**config.mk**
```make
export PLATFORM = sky130hd
export DESIGN_NAME = regfile_wr_arbiter
export DESIGN_NICKNAME = d
export VERILOG_FILES = /design/src/rtl/regfile_wr_arbiter.sv
export SDC_FILE = /design/constraint.sdc
export NUM_CORES = 1
export LEC_CHECK = 0
export CORE_UTILIZATION = 40
export CTS_BUF_LIST = sky130_fd_sc_hd__clkbuf_4
export CTS_CLUSTER_SIZE = 24
export DETAILED_ROUTE_END_ITERATION = 10
export GPL_TIMING_DRIVEN = 0
export HOLD_SLACK_MARGIN = 0.1
export SYNTH_ARGS = -nofsm -noshare
export SYNTH_HDL_FRONTEND = slang
export SYNTH_SLANG_ARGS = --single-unit
```
**constraint.sdc**
```tcl
create_clock -name clk -period 10.4 [get_ports clk]
set_clock_uncertainty 0.2 [all_clocks]
set_input_delay 2.6 -clock clk [delete_from_list [all_inputs] [get_ports clk]]
set_output_delay 2.6 -clock clk [all_outputs]
set_load 0.005 [all_outputs]
```
**src/rtl/regfile_wr_arbiter.sv**
```systemverilog
// Two-source write-port arbiter for regFile: per-source FIFOs, round-robin issue and a per-register
// pending-write scoreboard. Define REGFILE_ARB_STATS_EN to enable the saturating grant counters.
module regfile_wr_arbiter #(
    parameter int unsigned registerSize  = 16,
    parameter int unsigned vectorSize    = 4,
    parameter int unsigned selectionBits = 4,
    parameter int unsigned FIFO_DEPTH    = 2
) (
    input  logic                                clk,
    input  logic                                reset,
    input  logic                                alu_valid,
    output logic                                alu_ready,
    input  logic                                alu_vec,
    input  logic [selectionBits-1:0]            alu_reg,
    input  logic [vectorSize*registerSize-1:0]  alu_data,
    input  logic                                mem_valid,
    output logic                                mem_ready,
    input  logic                                mem_vec,
    input  logic [selectionBits-1:0]            mem_reg,
    input  logic [vectorSize*registerSize-1:0]  mem_data,
    input  logic                                wr_stall,
    output logic                                regWrEnSc,
    output logic                                regWrEnVec,
    output logic [selectionBits-1:0]            regToWrite,
    output logic [vectorSize*registerSize-1:0]  dataIn,
    output logic [2**selectionBits-1:0]         pending,
    output logic [15:0]                         alu_grants,
    output logic [15:0]                         mem_grants
);

    localparam int unsigned DataW   = vectorSize * registerSize;
    localparam int unsigned NumRegs = 2 ** selectionBits;
    localparam int unsigned PtrW    = (FIFO_DEPTH > 1) ? $clog2(FIFO_DEPTH) : 1;
    localparam int unsigned CntW    = $clog2(FIFO_DEPTH + 1);
    localparam int unsigned ScW     = $clog2(2 * FIFO_DEPTH + 1);

    typedef struct packed {
        logic                     vec;
        logic [selectionBits-1:0] dst;
        logic [DataW-1:0]         data;
    } wrEntryT;

    // Source index 0 is the ALU, 1 is the load unit.
    wrEntryT          srcEntry [2];
    wrEntryT          fifoMem  [2][FIFO_DEPTH];
    logic [PtrW-1:0]  wrPtr    [2];
    logic [PtrW-1:0]  rdPtr    [2];
    logic [CntW-1:0]  fifoCnt  [2];
    logic [1:0]       srcValid;
    logic [1:0]       srcReady;
    logic [1:0]       notEmpty;
    logic [1:0]       push;
    logic [1:0]       pop;
    logic             issue;
    logic             grantMem;
    logic             lastMem;
    wrEntryT          head;
    logic [ScW-1:0]   scCnt    [NumRegs];

    always_comb begin
        srcEntry[0] = '{vec: alu_vec, dst: alu_reg, data: alu_data};
        srcEntry[1] = '{vec: mem_vec, dst: mem_reg, data: mem_data};
        srcValid    = {mem_valid, alu_valid};
        for (int s = 0; s < 2; s++) begin
            notEmpty[s] = (fifoCnt[s] != '0);
            srcReady[s] = (fifoCnt[s] != CntW'(FIFO_DEPTH));
            push[s]     = srcValid[s] && srcReady[s];
        end
        alu_ready = srcReady[0];
        mem_ready = srcReady[1];
    end

    // Heads come from registered counts, so an entry pushed this edge cannot be popped this edge.
    always_comb begin
        issue    = !wr_stall && (notEmpty != 2'b00);
        grantMem = notEmpty[1] && (!notEmpty[0] || !lastMem);
        pop[0]   = issue && !grantMem;
        pop[1]   = issue && grantMem;
        head     = grantMem ? fifoMem[1][rdPtr[1]] : fifoMem[0][rdPtr[0]];
    end

    always_ff @(posedge clk) begin
        for (int s = 0; s < 2; s++) begin
            if (push[s]) begin
                fifoMem[s][wrPtr[s]] <= srcEntry[s];
            end
        end
    end

    always_ff @(posedge clk) begin
        if (reset) begin
            for (int s = 0; s < 2; s++) begin
                wrPtr[s]   <= '0;
                rdPtr[s]   <= '0;
                fifoCnt[s] <= '0;
            end
        end else begin
            for (int s = 0; s < 2; s++) begin
                if (push[s]) wrPtr[s] <= wrPtr[s] + PtrW'(1);
                if (pop[s])  rdPtr[s] <= rdPtr[s] + PtrW'(1);
                fifoCnt[s] <= fifoCnt[s] + CntW'(push[s]) - CntW'(pop[s]);
            end
        end
    end

    // lastMem = 1 means the load unit won the previous issue; reset favours the ALU.
    always_ff @(posedge clk) begin
        if (reset) begin
            lastMem    <= 1'b1;
            regWrEnSc  <= 1'b0;
            regWrEnVec <= 1'b0;
            regToWrite <= '0;
            dataIn     <= '0;
        end else begin
            regWrEnSc  <= issue && !head.vec;
            regWrEnVec <= issue && head.vec;
            if (issue) begin
                lastMem    <= grantMem;
                regToWrite <= head.dst;
                dataIn     <= head.vec ? head.data : DataW'(head.data[registerSize-1:0]);
            end
        end
    end

    always_ff @(posedge clk) begin
        if (reset) begin
            for (int r = 0; r < NumRegs; r++) begin
                scCnt[r] <= '0;
            end
        end else begin
            for (int r = 0; r < NumRegs; r++) begin
                scCnt[r] <= scCnt[r]
                          + ScW'(push[0] && (alu_reg == selectionBits'(r)))
                          + ScW'(push[1] && (mem_reg == selectionBits'(r)))
                          - ScW'(issue && (head.dst == selectionBits'(r)));
            end
        end
    end

    always_comb begin
        pending = '0;
        for (int r = 0; r < NumRegs; r++) begin
            pending[r] = (scCnt[r] != '0);
        end
    end

`ifdef REGFILE_ARB_STATS_EN
    always_ff @(posedge clk) begin
        if (reset) begin
            alu_grants <= '0;
            mem_grants <= '0;
        end else begin
            if (pop[0] && (alu_grants != 16'hFFFF)) alu_grants <= alu_grants + 16'd1;
            if (pop[1] && (mem_grants != 16'hFFFF)) mem_grants <= mem_grants + 16'd1;
        end
    end
`else
    assign alu_grants = '0;
    assign mem_grants = '0;
`endif

endmodule
```
; After elaboration in Yosys (flattened, before gate mapping)
; Memories as Yosys holds them, arrays and structs flattened.
; Cells that the tools add are included.
[classes]
reduce_logical = 86
n_bitwise = 26
eq_ne = 47
magnitude_cmp = 6
add_sub_neg = 56
muxes = 51
[ops]
columns = op, n
row1 = $mux 69, 9
row2 = $mux 138, 2
row3 = $demux 69 s1, 2
row4 = $add 3x1->3, 32
row5 = $eq 4x4->1 const B, 24
row6 = $mux 64, 1
row7 = $logic_and 1x1->1, 58
row8 = $eq 4x3->1 const B, 12
row9 = $mux 3, 16
row10 = $reduce_bool 3->1, 16
row11 = $sub 3x1->3, 16
row12 = $eq 4x2->1 const B, 6
row13 = $or 1x1->1, 22
row14 = $mux 1, 19
row15 = $eq 4x1->1 const B, 3
row16 = $logic_not 4->1, 3
row17 = $ge 2x2->1 const B, 4
row18 = $not 1->2, 4
row19 = $reduce_bool 2->1, 3
row20 = $logic_not 1->1, 5
row21 = $add 1x1->1 const B, 4
row22 = $add 2x1->2, 2
row23 = $lt 2x1->1 const B, 2
row24 = $mux 2, 2
row25 = other kinds (3), 5
[totals]
elab_cells = 282
output_inout_bits = 120
register_bits = 71
ramBits = 332
mem_count = 5
[memory_table]
columns = memory, depth, word_bits, read_ports, rd_ports_with_merged_regs, write_ports, line_no
row1 = fifoMem, 2, 138, 2, 0, 2, 45  ; wrEntryT fifoMem [2][FIFO_DEPTH];
row2 = scCnt, 16, 3, 16, 0, 16, 58  ; logic [ScW-1:0] scCnt [NumRegs];
row3 = fifoCnt, 2, 2, 2, 0, 2, 48  ; logic [CntW-1:0] fifoCnt [2];
row4 = rdPtr, 2, 1, 2, 0, 2, 47  ; logic [PtrW-1:0] rdPtr [2];
row5 = wrPtr, 2, 1, 2, 0, 2, 46  ; logic [PtrW-1:0] wrPtr [2];

; Logic depth before layout (Yosys ltp)
; Gate-level depths: netlist of the first run.
; An unclocked memory read counts as a cell.
[depth]
ltp_word = 11
ltp_mapped = 13
ltp_nobuf = 11

; Worst setup path before layout of the first run
; OpenSTA, ideal clock, no wires.
[synth_timing]
path_type = input -> register
startpoint = input alu_valid
endpoint = memory fifoMem[0][100] (netlist name) (enable)
required_ns = 9.703
stages = 2
setup_slack_ns = 4.026
setup_ns = 0.497
path_buffers = 0
t_arrival_ns = 5.677
cell_sequence = nand2_1 > nor2_1
[synth_lines]
columns = item, line_no
row1 = from (decl), 11  ; input logic alu_valid,
row2 = to (decl), 45

==> impl_metrics.json, run 1 <==
{
  "portBuffers": 229,
  "ys_seq_area_frac": 0.643,
  "clk_latency_ps": 790,
  "grt_max_degree": 47,
  "start_util": 0.409,
  "worst_ep_arrival_time_ps": 6050,
  "crit_path_end_kind": "flop",
  "die_w_um": 208,
  "cts_tree": "yes",
  "finalCritPeriodShare": 0.539,
  "wl_per_cell_um": 19.6,
  "outcome": "complete, no violations",
  "synth-seq-cells": 403,
  "post_cts_buffers": 0,
  "nNetsFinal": 1782,
  "rsz0062_at_grt": "false",
  "routabilityCongestion": 0.800,
  "antenna_left": 0,
  "avgSynthCellArea_um2": 13.9,
  "drv_cap": 0,
  "die_y_um": 208,
  "power_leakage_nw": 7.87,
  "dp_slack_ps": 3950,
  "worst-setup-path-type": "input pin to flop",
  "grt_pass1_wl_um": 66800,
  "hold_violations": 0,
  "synth_area_um2": 16900,
  "drtIter0Drc": 683,
  "hp-class": "flop to flop",
  "dpl.hpwl_um": 29600,
  "setup_viol": 0,
  "fin_ws_ps": 4790,
  "slew_violations": 0,
  "area_delta_synth_final_pct": 27.4,
  "cts_hold_buf": 0,
  "dr.pass1.iters": 8,
  "core_area_um2": 41300,
  "cts_resized": 0,
  "detail_route.vias_per_cell": 5.02,
  "overflow": 0,
  "rows": 74,
  "syn_inst": 1214,
  "clk_pin_slew_worst_paths_ps": 60,
  "cts_buffers": 105,
  "setup_tns_ps": 0,
  "cp.required_ps": 10840,
  "final_common_cell": "edfxtp_1",
  "slew_headroom": 0.332,
  "vias": 11100,
  "cp_max_fo": 10,
  "cts_buffer_depth": 3,
  "ios": 263,
  "instances_no_fill": 2213,
  "dpl.cell_count": 2012,
  "cp-start-kind": "input pin",
  "grt_use_total": 0.205,
  "grt_pass1_vias": 11600,
  "placed_area_um2": 20100,
  "layout_common_cells": "edfxtp_1 (280), clkdlybuf4s50_1 (229), clkbuf_4 (175), dfxtp_1 (123), nor2_1 (97)",
  "htreeDepth": 3,
  "dieArea_um2": 43100,
  "final_layout_size_suffix_gt1_frac": 0.209,
  "tightestPinTransition_ps": 1000,
  "power_density_nw_per_um2": 249,
  "antenna_found_initial": 5,
  "final_cell_area_um2": 21500,
  "vdd_drop_max_uv": 98.1,
  "ys_types": 48,
  "min_period_ps": 5610,
  "routed_wl_um": 43400,
  "drc_errors": 0,
  "yosysWarnings": 0,
  "cts_num_sinks": 403,
  "ctsRootBufferMaster": "clkbuf_4",
  "fmax_ghz": 0.178
}
final cells by class:
cell class	instances	area [um^2]
well taps	532	666
diodes	7	17.5
plain buffers	108	618
inverters	57	214
repair buffers	235	2430
flip-flops and latches	403	10900
fillers	3631	19800
clock buffers	173	1300
multi-input cells	677	5350
clock inverters	21	81.3
routing by layer:
layer / vias to the layer above / part of all wire / track usage
met5: - / 0.00048 / 0
met4: 4 / 0.023 / 0.0715
met3: 75 / 0.080 / 0.0635
met2: 410 / 0.47 / 0.333
met1: 5377 / 0.42 / 0.257
li1: 5253 / - / -
final timing paths:
check                start            end  slack, ps  depth (start not counted)
min          regToWrite[0]  regToWrite[0]        250                          2
min reg2reg  regToWrite[0]  regToWrite[0]        250                          2
max               wr_stall   scCnt[0][11]       4790                         13
max reg2reg    rdPtr[0][0]   scCnt[0][41]       6490                         13
synthesized netlist by cell type, drive strengths merged:
cell	count	area share
edfxtp	280	0.50
dfxtp	123	0.15
nor2	101	0.023
mux2	83	0.055
buf	74	0.029
nor4	62	0.023
inv	57	0.013
mux2i	57	0.034
a211oi	52	0.027
a31oi	51	0.019
nor2b	36	0.013
clkbuf	34	0.0080
xnor2	34	0.018
fa	32	0.038
ha	20	0.015
nand2	19	0.0042
a222oi	16	0.0095
or3	16	0.0059
nor3	12	0.0042
nand3	9	0.0027
nand2b	8	0.0030
o21ai	7	0.0021
a21oi	5	0.0017
or2	5	0.0019
nand3b	3	0.0013
nand4	3	0.0011
a21o	2	0.00089
and2	2	0.00074
and3	2	0.00074
nor3b	2	0.00089
o211ai	2	0.00089
xor2	2	0.0010
and3b	1	0.00052
conb	1	0.00022
o21a	1	0.00044
worst max-delay path: stages:
cell             delay, ps
clkdlybuf4s50_1        540
a21oi_2                180
buf_2                  340
buf_2                  350
o21ai_1                240
nor3_1                 320
ha_1                   180
inv_1                   50
fa_1                   440
fa_1                   420
xnor2_1                190
xnor2_1                140
nor2_1                  50
sequential cells by signal (all words and copies together) (netlist names):
signal	count
rdPtr	2
dataIn	64
regWrEnVec	1
fifoCnt	4
regToWrite	4
wrPtr	2
fifoMem	276
lastMem	1
regWrEnSc	1
scCnt	48
report_power, final:
part / internal (mW) / switching (mW)
registers: 2.04 / 0.126
clock network: 0.746 / 0.638
logic: 0.794 / 1.02
total: 3.58 / 1.78
cells by family (layout without fill, tap and decap cells):
family          Yosys count  after routing  share of synthesized area
simple gates            281            281                     0.0861
compound gates          136            136                     0.0611
fa+ha+maj                52             52                     0.0527
xor+xnor                 36             36                     0.0186
flops                   403            403                      0.643
other cells               1             39                   0.000222
buf+inv                 165            594                     0.0492
mux                     140            140                     0.0890
metrics by stage:
stage,hold slack [ps],power [mW],utilization
2_1_floorplan,248,3.25,-
3_5_place_dp,246,4.03,0.488
5_1_grt,274,5.70,0.521
3_3_place_gp,244,3.99,0.484
6_report,252,5.37,0.522
4_1_cts,255,5.43,0.521
Note: power is estimated with default switching activity, not from simulation.
==> inputs of run 2 (changes only) <==
- clock period: 10.4 -> 4.57 ns (I/O delays scaled with it)
==> run 2 against run 1 <==
  * Sequential power increased by 130%
  * Sequential share of layout area decreased by 0.18 points
  * Combinational power increased by 130%
  * Cell area increased by 0.37%
  * Register-to-register slack got worse by 5800 ps
  * Non-clock buffer count unchanged
  * Clock power increased by 140%
  * Total power increased by 130%
  * Via count decreased by 0.23%
  * Routed wire length decreased by 1.5%
  * Cell count increased by 0.27%
  * Highest routed layer unchanged
==> impl_metrics.json, run 2 (synthesis gave the netlist of run 1 again) <==
{
  "outcome": "complete, no violations",
  "cp-start-kind": "input pin",
  "final_layout_size_suffix_gt1_frac": 0.207,
  "antenna_left": 0,
  "overflow": 0,
  "ctsRootBufferMaster": "clkbuf_4",
  "worstPathCellList": "clkdlybuf4s50_1 -> a21oi_2 -> buf_2 -> buf_2 -> o21ai_1 -> nor3_1 -> ha_1 -> inv_1 -> fa_1 -> fa_1 -> xnor2_1 -> xnor2_1 -> nor2_1",
  "die_y_um": 208,
  "grt_pass1_wl_um": 65200,
  "hp-class": "flop to flop",
  "antenna_found_initial": 6,
  "wl_per_cell_um": 19.2,
  "dpl.hpwl_um": 29500,
  "cp_max_fo": 10,
  "largest_reg_flops": 276,
  "area_delta_synth_final_pct": 27.9,
  "min_from": "regToWrite[1]",
  "critPathLaunch": "wr_stall",
  "vdd_drop_max_uv": 265,
  "critical_path_buf_inv_count": 4,
  "tightestPinTransition_ps": 901,
  "die_w_um": 208,
  "clk_pin_slew_worst_paths_ps": 60,
  "routed_wl_um": 42700,
  "post-route-util": 0.524,
  "detail_route.vias_per_cell": 5.00,
  "drv_cap": 0,
  "slowest_delay_ps": 550,
  "switching_share": 0.329,
  "finalCritPeriodShare": 0.920,
  "cp.required_ps": 4990,
  "dieArea_um2": 43100,
  "cts_buffer_depth": 3,
  "start_util": 0.409,
  "rr_startpoint": "rdPtr[0][0]",
  "post_cts_buffers": 0,
  "placed_area_um2": 20100,
  "cts_tree": "yes",
  "grt_max_degree": 46,
  "nNetsFinal": 1786,
  "endpoint": "scCnt[0][11]",
  "rows": 74,
  "path_depth": 13,
  "core_area_um2": 41300,
  "htreeDepth": 3,
  "seqPwrFrac": 0.402,
  "grt_use_total": 0.200,
  "worst_ep_arrival_time_ps": 4620,
  "hold_violations": 0,
  "slew_headroom": 0.400,
  "cts_hold_buf": 0,
  "critical-path-top-delay-family": "buffers and inverters",
  "p_comb_frac": 0.334,
  "final_common_cell": "edfxtp_1",
  "slew_violations": 0,
  "cts_num_sinks": 403,
  "netSwitchingPower_mw": 4.05,
  "r2r_end": "scCnt[0][41]",
  "drc_errors": 0,
  "routabilityCongestion": 0.781,
  "power_density_nw_per_um2": 569,
  "p_int_mw": 8.25,
  "cp_slowest_cell": "clkdlybuf4s50_1",
  "worst-setup-path-type": "input pin to flop",
  "ios": 263,
  "min_period_ps": 4210,
  "grt_pass1_vias": 11500,
  "dr.pass1.iters": 6,
  "ff2ff_path_depth": 13,
  "power_leakage_nw": 7.90,
  "layout_common_cells": "edfxtp_1 (280), clkdlybuf4s50_1 (229), clkbuf_4 (170), dfxtp_1 (123), nor2_1 (97)",
  "setup_viol": 0,
  "final_cell_area_um2": 21600,
  "power_frac_clock": 0.264,
  "clk_latency_ps": 800,
  "cts_buffers": 109,
  "cts_resized": 0,
  "fmax_ghz": 0.238,
  "vias": 11100,
  "ff2ff_setup_slack_ps": 680,
  "drtIter0Drc": 545,
  "rsz0062_at_grt": "false",
  "crit_path_end_kind": "flop",
  "portBuffers": 229
}
## run 2: worst min path at each step
stage	to	slack (ps)	cells past startpoint
3_5_place_dp	regToWrite[0]	260	2
4_1_cts	regToWrite[0]	270	2
6_report	regToWrite[1]	260	2
3_3_place_gp	regToWrite[0]	240	2
5_1_grt	regToWrite[1]	290	2
2_1_floorplan	regToWrite[0]	250	2
## run 2: area by class of cell
cell class              count  area (um^2)
flip-flops and latches    403        10900
repair buffers            235         2430
inverters                  57          214
clock buffers             168         1260
plain buffers             108          618
diodes                      4         10.0
multi-input cells         677         5350
clock inverters            35          198
fillers                  3669        19700
well taps                 532          666
## run 2: tightest hold or removal path, stage by stage (launching register included)
cell     delay (ps)
dfxtp_1         310
nand2_1          60
a21oi_1          50
## run 2: per-stage QoR
| stage | cells | power [mW] | hold slack, ps | setup TNS (ps) | setup slack, ps |
|---|---|---|---|---|---|
| floorplan | 1245 | 7.39 | 248 | 0 | 812 |
| global placement | 2006 | 9.05 | 243 | -260830 | -1420 |
| detailed placement | 2012 | 9.15 | 256 | -1560 | -418 |
| CTS | 2215 | 12.5 | 265 | 0 | 423 |
| global route | 2218 | 13.1 | 294 | 0 | 196 |
| finish | 2219 | 12.3 | 263 | 0 | 364 |
## run 2: power groups by stage
stage / Clock (mW) / Sequential (mW) / Combinational [mW]
floorplan: 0 / 4.99 / 2.41
global placement: 0 / 5.05 / 4.00
detailed placement: 0 / 5.02 / 4.13
CTS: 3.36 / 4.94 / 4.15
global route: 3.57 / 5.00 / 4.48
finish: 3.25 / 4.94 / 4.10
## run 2: routing by layer
metal / global-route usage / wire, um
met5: 0 / 39
met4: 0.0679 / 838
met3: 0.0613 / 3230
met2: 0.329 / 20600
met1: 0.250 / 18000
